`config.mk`:
```
export PLATFORM = sky130hd
export DESIGN_NAME = multi_channel_alu
export DESIGN_NICKNAME = d
export VERILOG_FILES = /design/src/rtl/multi_channel_alu.sv
export SDC_FILE = /design/constraint.sdc
export NUM_CORES = 1
export LEC_CHECK = 0
export CAP_MARGIN = 20
export CELL_PAD_IN_SITES_DETAIL_PLACEMENT = 1
export CELL_PAD_IN_SITES_GLOBAL_PLACEMENT = 1
export CORE_AREA = 5 5 210 212
export CTS_CLUSTER_DIAMETER = 120
export CTS_CLUSTER_SIZE = 24
export DETAILED_ROUTE_END_ITERATION = 10
export DIE_AREA = 0 0 215 217
export PLACE_DENSITY = 0.8
export RECOVER_POWER = 25
export SYNTH_ARGS = -nofsm -noshare
export SYNTH_HDL_FRONTEND = slang
export SYNTH_SLANG_ARGS = --single-unit
```
`constraint.sdc`:
```
create_clock -name i_clk -period 8.2 [get_ports i_clk]
set_input_delay 1.64 -clock i_clk [delete_from_list [all_inputs] [get_ports i_clk]]
set_output_delay 1.64 -clock i_clk [all_outputs]
set_load 0.005 [all_outputs]
```
`src/rtl/multi_channel_alu.sv`:
```
// Multi-channel add/sub/multiply/divide unit with a valid/ready handshake.
// Multiply and divide iterate one bit per clock; all channels run in lockstep.
module multi_channel_alu #(
  parameter int WIDTH    = 16,
  parameter int CHANNELS = 2
) (
  input  logic                           i_clk,
  input  logic                           i_rst,
  input  logic                           i_valid,
  output logic                           o_ready,
  input  logic [CHANNELS*WIDTH-1:0]      i_a,
  input  logic [CHANNELS*WIDTH-1:0]      i_b,
  input  logic [1:0]                     i_mode,
  input  logic                           i_main_mode,
  output logic [CHANNELS*2*WIDTH-1:0]    o_r,
  output logic                           o_valid,
  output logic [CHANNELS-1:0]            o_div0
);

  localparam int CW = $clog2(WIDTH);

  typedef enum logic [1:0] {IDLE, CALC, DONE} state_t;
  typedef enum logic [1:0] {OP_ADD, OP_SUB, OP_MUL, OP_DIV} op_t;

  state_t                        state_q, state_d;
  logic   [CW-1:0]               cnt_q;
  logic   [CHANNELS*WIDTH-1:0]   a_q, b_q;
  op_t                           mode_q;
  logic                          sgn_q;
  logic                          accept, calc_en, last;
  logic   [CHANNELS*2*WIDTH-1:0] r_d;
  logic   [CHANNELS-1:0]         div0_d;

  assign o_ready = (state_q == IDLE) && !i_rst;
  assign o_valid = (state_q == DONE);
  assign accept  = i_valid && o_ready;
  assign calc_en = (state_q == CALC);
  // Add/sub finish in a single CALC cycle; the iterative ops need WIDTH.
  assign last    = (mode_q == OP_ADD) || (mode_q == OP_SUB) || (cnt_q == CW'(WIDTH - 1));

  always_comb begin
    // NOTE: every combinational output gets a default first so no latch is inferred.
    state_d = state_q;
    case (state_q)
      IDLE:    if (accept) state_d = CALC;
      CALC:    if (last)   state_d = DONE;
      DONE:    state_d = IDLE;
      default: state_d = IDLE;
    endcase
  end

  always_ff @(posedge i_clk or posedge i_rst) begin
    if (i_rst) begin
      // NOTE: state uses non-blocking assignments so every register samples pre-edge values.
      state_q <= IDLE;
      cnt_q   <= '0;
      a_q     <= '0;
      b_q     <= '0;
      mode_q  <= OP_ADD;
      sgn_q   <= 1'b0;
      o_r     <= '0;
      o_div0  <= '0;
    end else begin
      state_q <= state_d;
      if (accept) begin
        a_q    <= i_a;
        b_q    <= i_b;
        mode_q <= op_t'(i_mode);
        sgn_q  <= i_main_mode;
        cnt_q  <= '0;
      end else if (calc_en) begin
        cnt_q <= cnt_q + CW'(1);
        if (last) begin
          o_r    <= r_d;
          o_div0 <= div0_d;
        end
      end
    end
  end

  for (genvar k = 0; k < CHANNELS; k++) begin : g_ch
    logic [WIDTH-1:0]   a_k, b_k, a_in, a_in_mag, b_mag;
    logic [WIDTH-1:0]   hi_q, lo_q, hi_d, lo_d, quot, rem;
    logic               a_neg, b_neg;
    logic [WIDTH:0]     sum, shifted, diff, ext_a, ext_b, addsub;
    logic [2*WIDTH-1:0] prod, res;
    logic               div0;

    assign a_k      = a_q[k*WIDTH +: WIDTH];
    assign b_k      = b_q[k*WIDTH +: WIDTH];
    assign a_neg    = sgn_q && a_k[WIDTH-1];
    assign b_neg    = sgn_q && b_k[WIDTH-1];
    assign b_mag    = b_neg ? -b_k : b_k;
    assign a_in     = i_a[k*WIDTH +: WIDTH];
    assign a_in_mag = (i_main_mode && a_in[WIDTH-1]) ? -a_in : a_in;

    // hi/lo hold {partial product, multiplier} or {remainder, dividend/quotient}.
    always_comb begin
      sum     = {1'b0, hi_q} + (lo_q[0] ? {1'b0, b_mag} : '0);
      shifted = {hi_q, lo_q[WIDTH-1]};
      diff    = shifted - {1'b0, b_mag};
      hi_d    = sum[WIDTH:1];
      lo_d    = {sum[0], lo_q[WIDTH-1:1]};
      if (mode_q == OP_DIV) begin
        if (shifted >= {1'b0, b_mag}) begin
          hi_d = diff[WIDTH-1:0];
          lo_d = {lo_q[WIDTH-2:0], 1'b1};
        end else begin
          hi_d = shifted[WIDTH-1:0];
          lo_d = {lo_q[WIDTH-2:0], 1'b0};
        end
      end

      prod = {hi_d, lo_d};
      if (a_neg ^ b_neg) prod = -prod;
      quot = (a_neg ^ b_neg) ? -lo_d : lo_d;
      rem  = a_neg ? -hi_d : hi_d;

      ext_a  = {a_neg, a_k};
      ext_b  = {b_neg, b_k};
      addsub = (mode_q == OP_SUB) ? ext_a - ext_b : ext_a + ext_b;

      div0 = 1'b0;
      case (mode_q)
        OP_MUL:  res = prod;
        OP_DIV: begin
          if (b_k == '0) begin
            res  = {a_k, {WIDTH{1'b1}}};
            div0 = 1'b1;
          end else begin
            res = {rem, quot};
          end
        end
        default: res = {{(WIDTH-1){sgn_q && addsub[WIDTH]}}, addsub};
      endcase
    end

    always_ff @(posedge i_clk or posedge i_rst) begin
      if (i_rst) begin
        // NOTE: datapath registers are reset too, so an aborted operation leaves no partial state.
        hi_q <= '0;
        lo_q <= '0;
      end else if (accept) begin
        hi_q <= '0;
        lo_q <= a_in_mag;
      end else if (calc_en) begin
        hi_q <= hi_d;
        lo_q <= lo_d;
      end
    end

    assign r_d[k*2*WIDTH +: 2*WIDTH] = res;
    assign div0_d[k]                 = div0;
  end

endmodule
```
After elaboration in Yosys (flattened, before gate mapping)
Index checks and enable logic that the tools add are counted.
Widths: inputs -> output; s select.
{"block": "op_classes", "n_reduce_logical": 20, "muxes": 43, "order_cmp": 2, "addsub": 19, "n_bitwise": 3, "n_eq_ne": 8}
{"op": "$mux 16", "n": 24}
{"op": "$mux 32", "n": 4}
{"op": "$neg 16->16", "n": 8}
{"op": "$pmux 32 s2", "n": 2}
{"op": "$neg 32->32", "n": 2}
{"op": "$add 16x16->17", "n": 2}
{"op": "$add 17x17->17", "n": 2}
{"op": "$ge 17x16->1", "n": 2}
{"op": "$mux 17", "n": 2}
{"op": "$sub 17x17->17", "n": 2}
{"op": "$logic_not 16->1", "n": 2}
{"op": "$sub 16x16->16", "n": 2}
{"op": "$logic_and 1x1->1", "n": 10}
{"op": "$mux 4", "n": 2}
{"op": "$eq 2x2->1 const B", "n": 3}
{"op": "$mux 1", "n": 6}
{"op": "$add 4x1->4 const B", "n": 1}
{"op": "$eq 2x1->1 const B", "n": 2}
{"op": "$eq 4x4->1 const B", "n": 1}
{"op": "$logic_not 2->1", "n": 2}
{"op": "$mux 2", "n": 2}
{"op": "$pmux 2 s2", "n": 1}
{"op": "$reduce_and 3->1", "n": 1}
{"op": "$logic_or 1x1->1", "n": 2}
{"op": "other kinds (7)", "n": 8}
{"block": "totals", "register_bits": 203, "elab_cells": 107, "output_inout_bits": 68}

Longest topological paths before layout
{"block": "depth", "depth_word": 9, "mapped_depth": 29, "ltp_nobuf": 27}

Least setup slack after synthesis
OpenSTA, ideal clock, no wires.
{"block": "synth_path", "kind": "reg-to-reg", "startpoint": "reg b_q[2]", "endpoint": "reg o_r[30]", "stages_incl_launch_ff": 28, "t_required_ps": 8074, "n_path_buf": 3, "t_arrival_ps": 5564, "setup_ps": 126, "period_less_slack_ps": 5690, "path_slack_ps": 2510, "cell_sequence": "dfrtp_1 -> clkbuf_1 -> nor3_1 -> and3_1 -> nand2_1 -> nor3_1 -> nand2_1 -> nand3_1 -> xor2_1 -> ha_1 -> buf_2 -> a21o_1 -> a31o_2 -> nor3b_4 -> a211oi_4 -> nor2_2 -> nor2_1 -> a21oi_1 -> ha_1 -> o211ai_1 -> or4b_1 -> or2_2 -> nor2_1 -> and2_1 -> buf_2 -> a31o_2 -> mux2i_1 -> o32a_1"}
{"block": "synth_via", "elab_chain_len": 9, "word_cells_on_any_way": 21, "classes_between": "7 x add/sub; 1 x order compare; 11 x mux; 2 x reduce/logical"}
{"element": "start: declaration", "line": "27", "text": "logic [CHANNELS*WIDTH-1:0] a_q, b_q;"}
{"element": "start signal: assignment", "line": "67", "text": "b_q <= i_b;"}
{"element": "$neg 16->16", "line": "93", "text": "assign b_mag = b_neg ? -b_k : b_k;"}
{"element": "$mux 16", "line": "93"}
{"element": "$mux 16, or another cell as far along", "line": "99", "text": "sum = {1'b0, hi_q} + (lo_q[0] ? {1'b0, b_mag} : '0);"}
{"element": "$add 16x16->17 / $mux 16 (equally long branches)", "line": "99, 105"}
{"element": "$mux 16", "line": "104", "text": "if (mode_q == OP_DIV) begin"}
{"element": "$neg 16->16", "line": "117", "text": "rem = a_neg ? -hi_d : hi_d;"}
{"element": "$mux 16", "line": "117"}
{"element": "$mux 32", "line": "127", "text": "if (b_k == '0) begin"}
{"element": "$pmux 32 s2 *", "line": "124", "text": "case (mode_q)"}
{"element": "end signal: assignment", "line": "74", "text": "o_r <= r_d;"}
{"element": "end: declaration", "line": "15", "text": "output logic [CHANNELS*2*WIDTH-1:0] o_r,"}
Mark *: on every way between the ends. The rest lies on a longest branch, timed or not.
A chain may end at the register's enable or synchronous reset.

Worst setup path after layout
{"block": "layout_path", "startpoint": "reg b_q[2]", "endpoint": "reg o_r[22]"}
The elaborated chain is that of the path after synthesis.

==> metrics.csv <==
metric;value;unit
Post-CTS Resized;0;
GPL Wtd Cong;0.9474;
Die Ht;217;um
largest net degree at the start of global routing;123;
first-pass GRT wire length;115900;um
Total GRT Usage;30.79;%
drt via density;6.440;
fill count;5143;
Worst slew margin;-227.0;%
most used flip-flop cell after synthesis;dfrtp_1;
Max Slew Vio Count;123;
Critical Path Stages;26;
GR Overflow Total;0;
Netlist cell types;108;
Final Skew;0.02695;ns
Worst Path Max Fanout;11;
vias;19240;
run status;finished with violations;
Die X;215;um
CP Data Required Time;8.57;ns
Max Freq;0.1374;GHz
slowest CP cell;or4b_1;
Critical Path AT;7.64;ns
TritonRoute pass-1 iters;7;
Synth Instances;2404;
Initial DRC Count;1672;
CP endpoint kind;flip-flop;
CP startpoint kind;flip-flop;
row count;75;
Final Cycle Share;88.75;%
CP top delay family;simple AND/OR/NAND/NOR gates;
Util after Layout;49.53;%
Sink Count;203;
crit path kind;reg2reg;
ANT nets after route;0;
Initial Util;44.70;%
total CTS buffers;12;
setup TNS;0;ns
final hold violation count;0;
synthesized cell area;18660;um^2
number of antenna violations at the first check in global routing;2;
WL/cell;24.92;um
I/O Pins;138;
unrepaired setup endpoints after global routing;false;
H-tree levels;1;
Post-CTS Hold Buffers;0;
yosys warns;0;
die footprint;46660;um^2
Residual DRC;0;
Finish-stage setup viols;0;
number of synthesized register bits;203;
Buf+Inv Stages, Crit Path;1;
Net Count, Synth;2584;
root buf cell;clkbuf_16;
synth-to-layout area growth;10.83;%
postcts setup bufs;0;
Net count, final;2625;
Hold Path Class;reg2reg;
Hold Crit Depth;1;
failing checks;capacitance limit, slew limit;
Clock Path Buffers;3;
worst reg2reg path depth;26;
PortBufs;137;
clock insertion delay at the later pin of the skew report;0.51;ns
core area;41760;um^2
share of layout cells above drive strength 1;4.374;%
r2r setup slk;0.92;ns
Routed WL;74440;um
Async S/R FF share, synth;100.0;%
Synth Area per Inst;7.764;um^2
sequential area share after synthesis;27.22;%
Clk pin slew, worst setup/hold paths;0.11;ns
vias in the first global route;19780;
min Tclk post-route;7.278;ns
dpl hpwl;56960;um
Tightest Pin Transition;4.905;ns
max_cap viols;1;
CP peak stage delay;0.53;ns
TritonCTS clock tree;yes;
EDFF count, synth;0;
-- sequential cells by signal, indices dropped and copies added, names as in the netlist --
name       cells
b_q           32
g_ch.lo_q     32
mode_q         2
o_r           64
o_div0         2
cnt_q          4
sgn_q          1
state_q        2
g_ch.hi_q     32
a_q           32
-- cell usage in the layout, fill, tap and decap left out, types with 26 or more instances in the layout --
cell and count:
nor3_1 84, nand2_1 379, mux2i_1 58, o211ai_1 33, ha_1 104, a21oi_1 150, a21o_1 31, a211oi_1 29
inv_1 50, dfrtp_1 202, o21ai_0 164, a31oi_1 41, xnor2_1 113, clkdlybuf4s50_1 136, nand3_1 88, nor2b_1 26
o21a_1 32, nor2_1 233, xor2_1 68
-- worst paths after layout --
kind	from	to
max	b_q[2]$_DFFE_PP0P_	o_r[22]$_DFFE_PP0P_
min	o_r[48]$_DFFE_PP0P_	o_r[48]$_DFFE_PP0P_
max in group asynchronous	i_rst	mode_q[1]$_DFFE_PP0P_
max reg2reg	b_q[2]$_DFFE_PP0P_	o_r[22]$_DFFE_PP0P_
min reg2reg	o_r[48]$_DFFE_PP0P_	o_r[48]$_DFFE_PP0P_
min in group asynchronous	i_rst	o_div0[0]$_DFFE_PP0P_
-- logic make-up (layout without fill, tap and decap cells) --
group	after synthesis	after routing	share of synthesized area [%]
compound gates	687	687	24.84
xor+xnor	181	181	8.494
fa+ha+maj	110	110	7.616
buf+inv	183	225	4.056
flops	203	203	27.22
mux	62	62	3.352
other cells	0	2	0
simple gates	978	978	24.42
-- cell type report --
cell class / count / area (um^2) / share of cell area, %
Antenna cell: 2 / 5.005 / 0.02420
Clock buffer: 14 / 329.1 / 1.591
Clock inverter: 1 / 16.27 / 0.07864
Inverter: 52 / 195.2 / 0.9436
Multi-Input combinational cell: 2018 / 12850 / 62.15
Sequential cell: 203 / 5081 / 24.56
Tap cell: 539 / 674.4 / 3.260
Timing Repair Buffer: 158 / 1529 / 7.392
-- Yosys cell counts (all sizes together), types with 34 or more instances --
master	n	share of area, %
xnor2	113	5.3
o21ai	174	4.7
dfrtp	203	27
buf	41	1.2
mux2i	58	3.1
inv	50	1.0
xor2	68	3.2
nand2	383	7.7
o211ai	34	1.4
nor3	87	2.4
a31oi	44	1.6
nor2	235	4.8
clkbuf	90	1.8
a21oi	150	4.0
ha	104	7.0
nand3	88	2.4
-- routing by layer --
layer	vias to the layer above	track usage (%)	share of wire (%)
met5	-	0	0.017
met4	2	8.726	3.0
met3	121	6.017	7.1
met2	640	48.66	45
met1	9734	43.25	45
li1	8738	-	-
-- stage by stage --
stage	area [um^2]	std cells	hold WS [ns]	worst slack, ns
2_1_floorplan	18660	2404	0.4661	1.021
3_3_place_gp	20340	2970	0.4732	1.524
3_5_place_dp	20340	2970	0.4891	1.186
4_1_cts	20690	2985	0.5143	1.133
5_1_grt	20680	2985	0.5393	0.4426
6_report	20680	2987	0.5093	0.9224
Power is left out: the tool's default activity adds up to more than one toggle a clock period on the data nets, which glitch-free logic cannot reach.
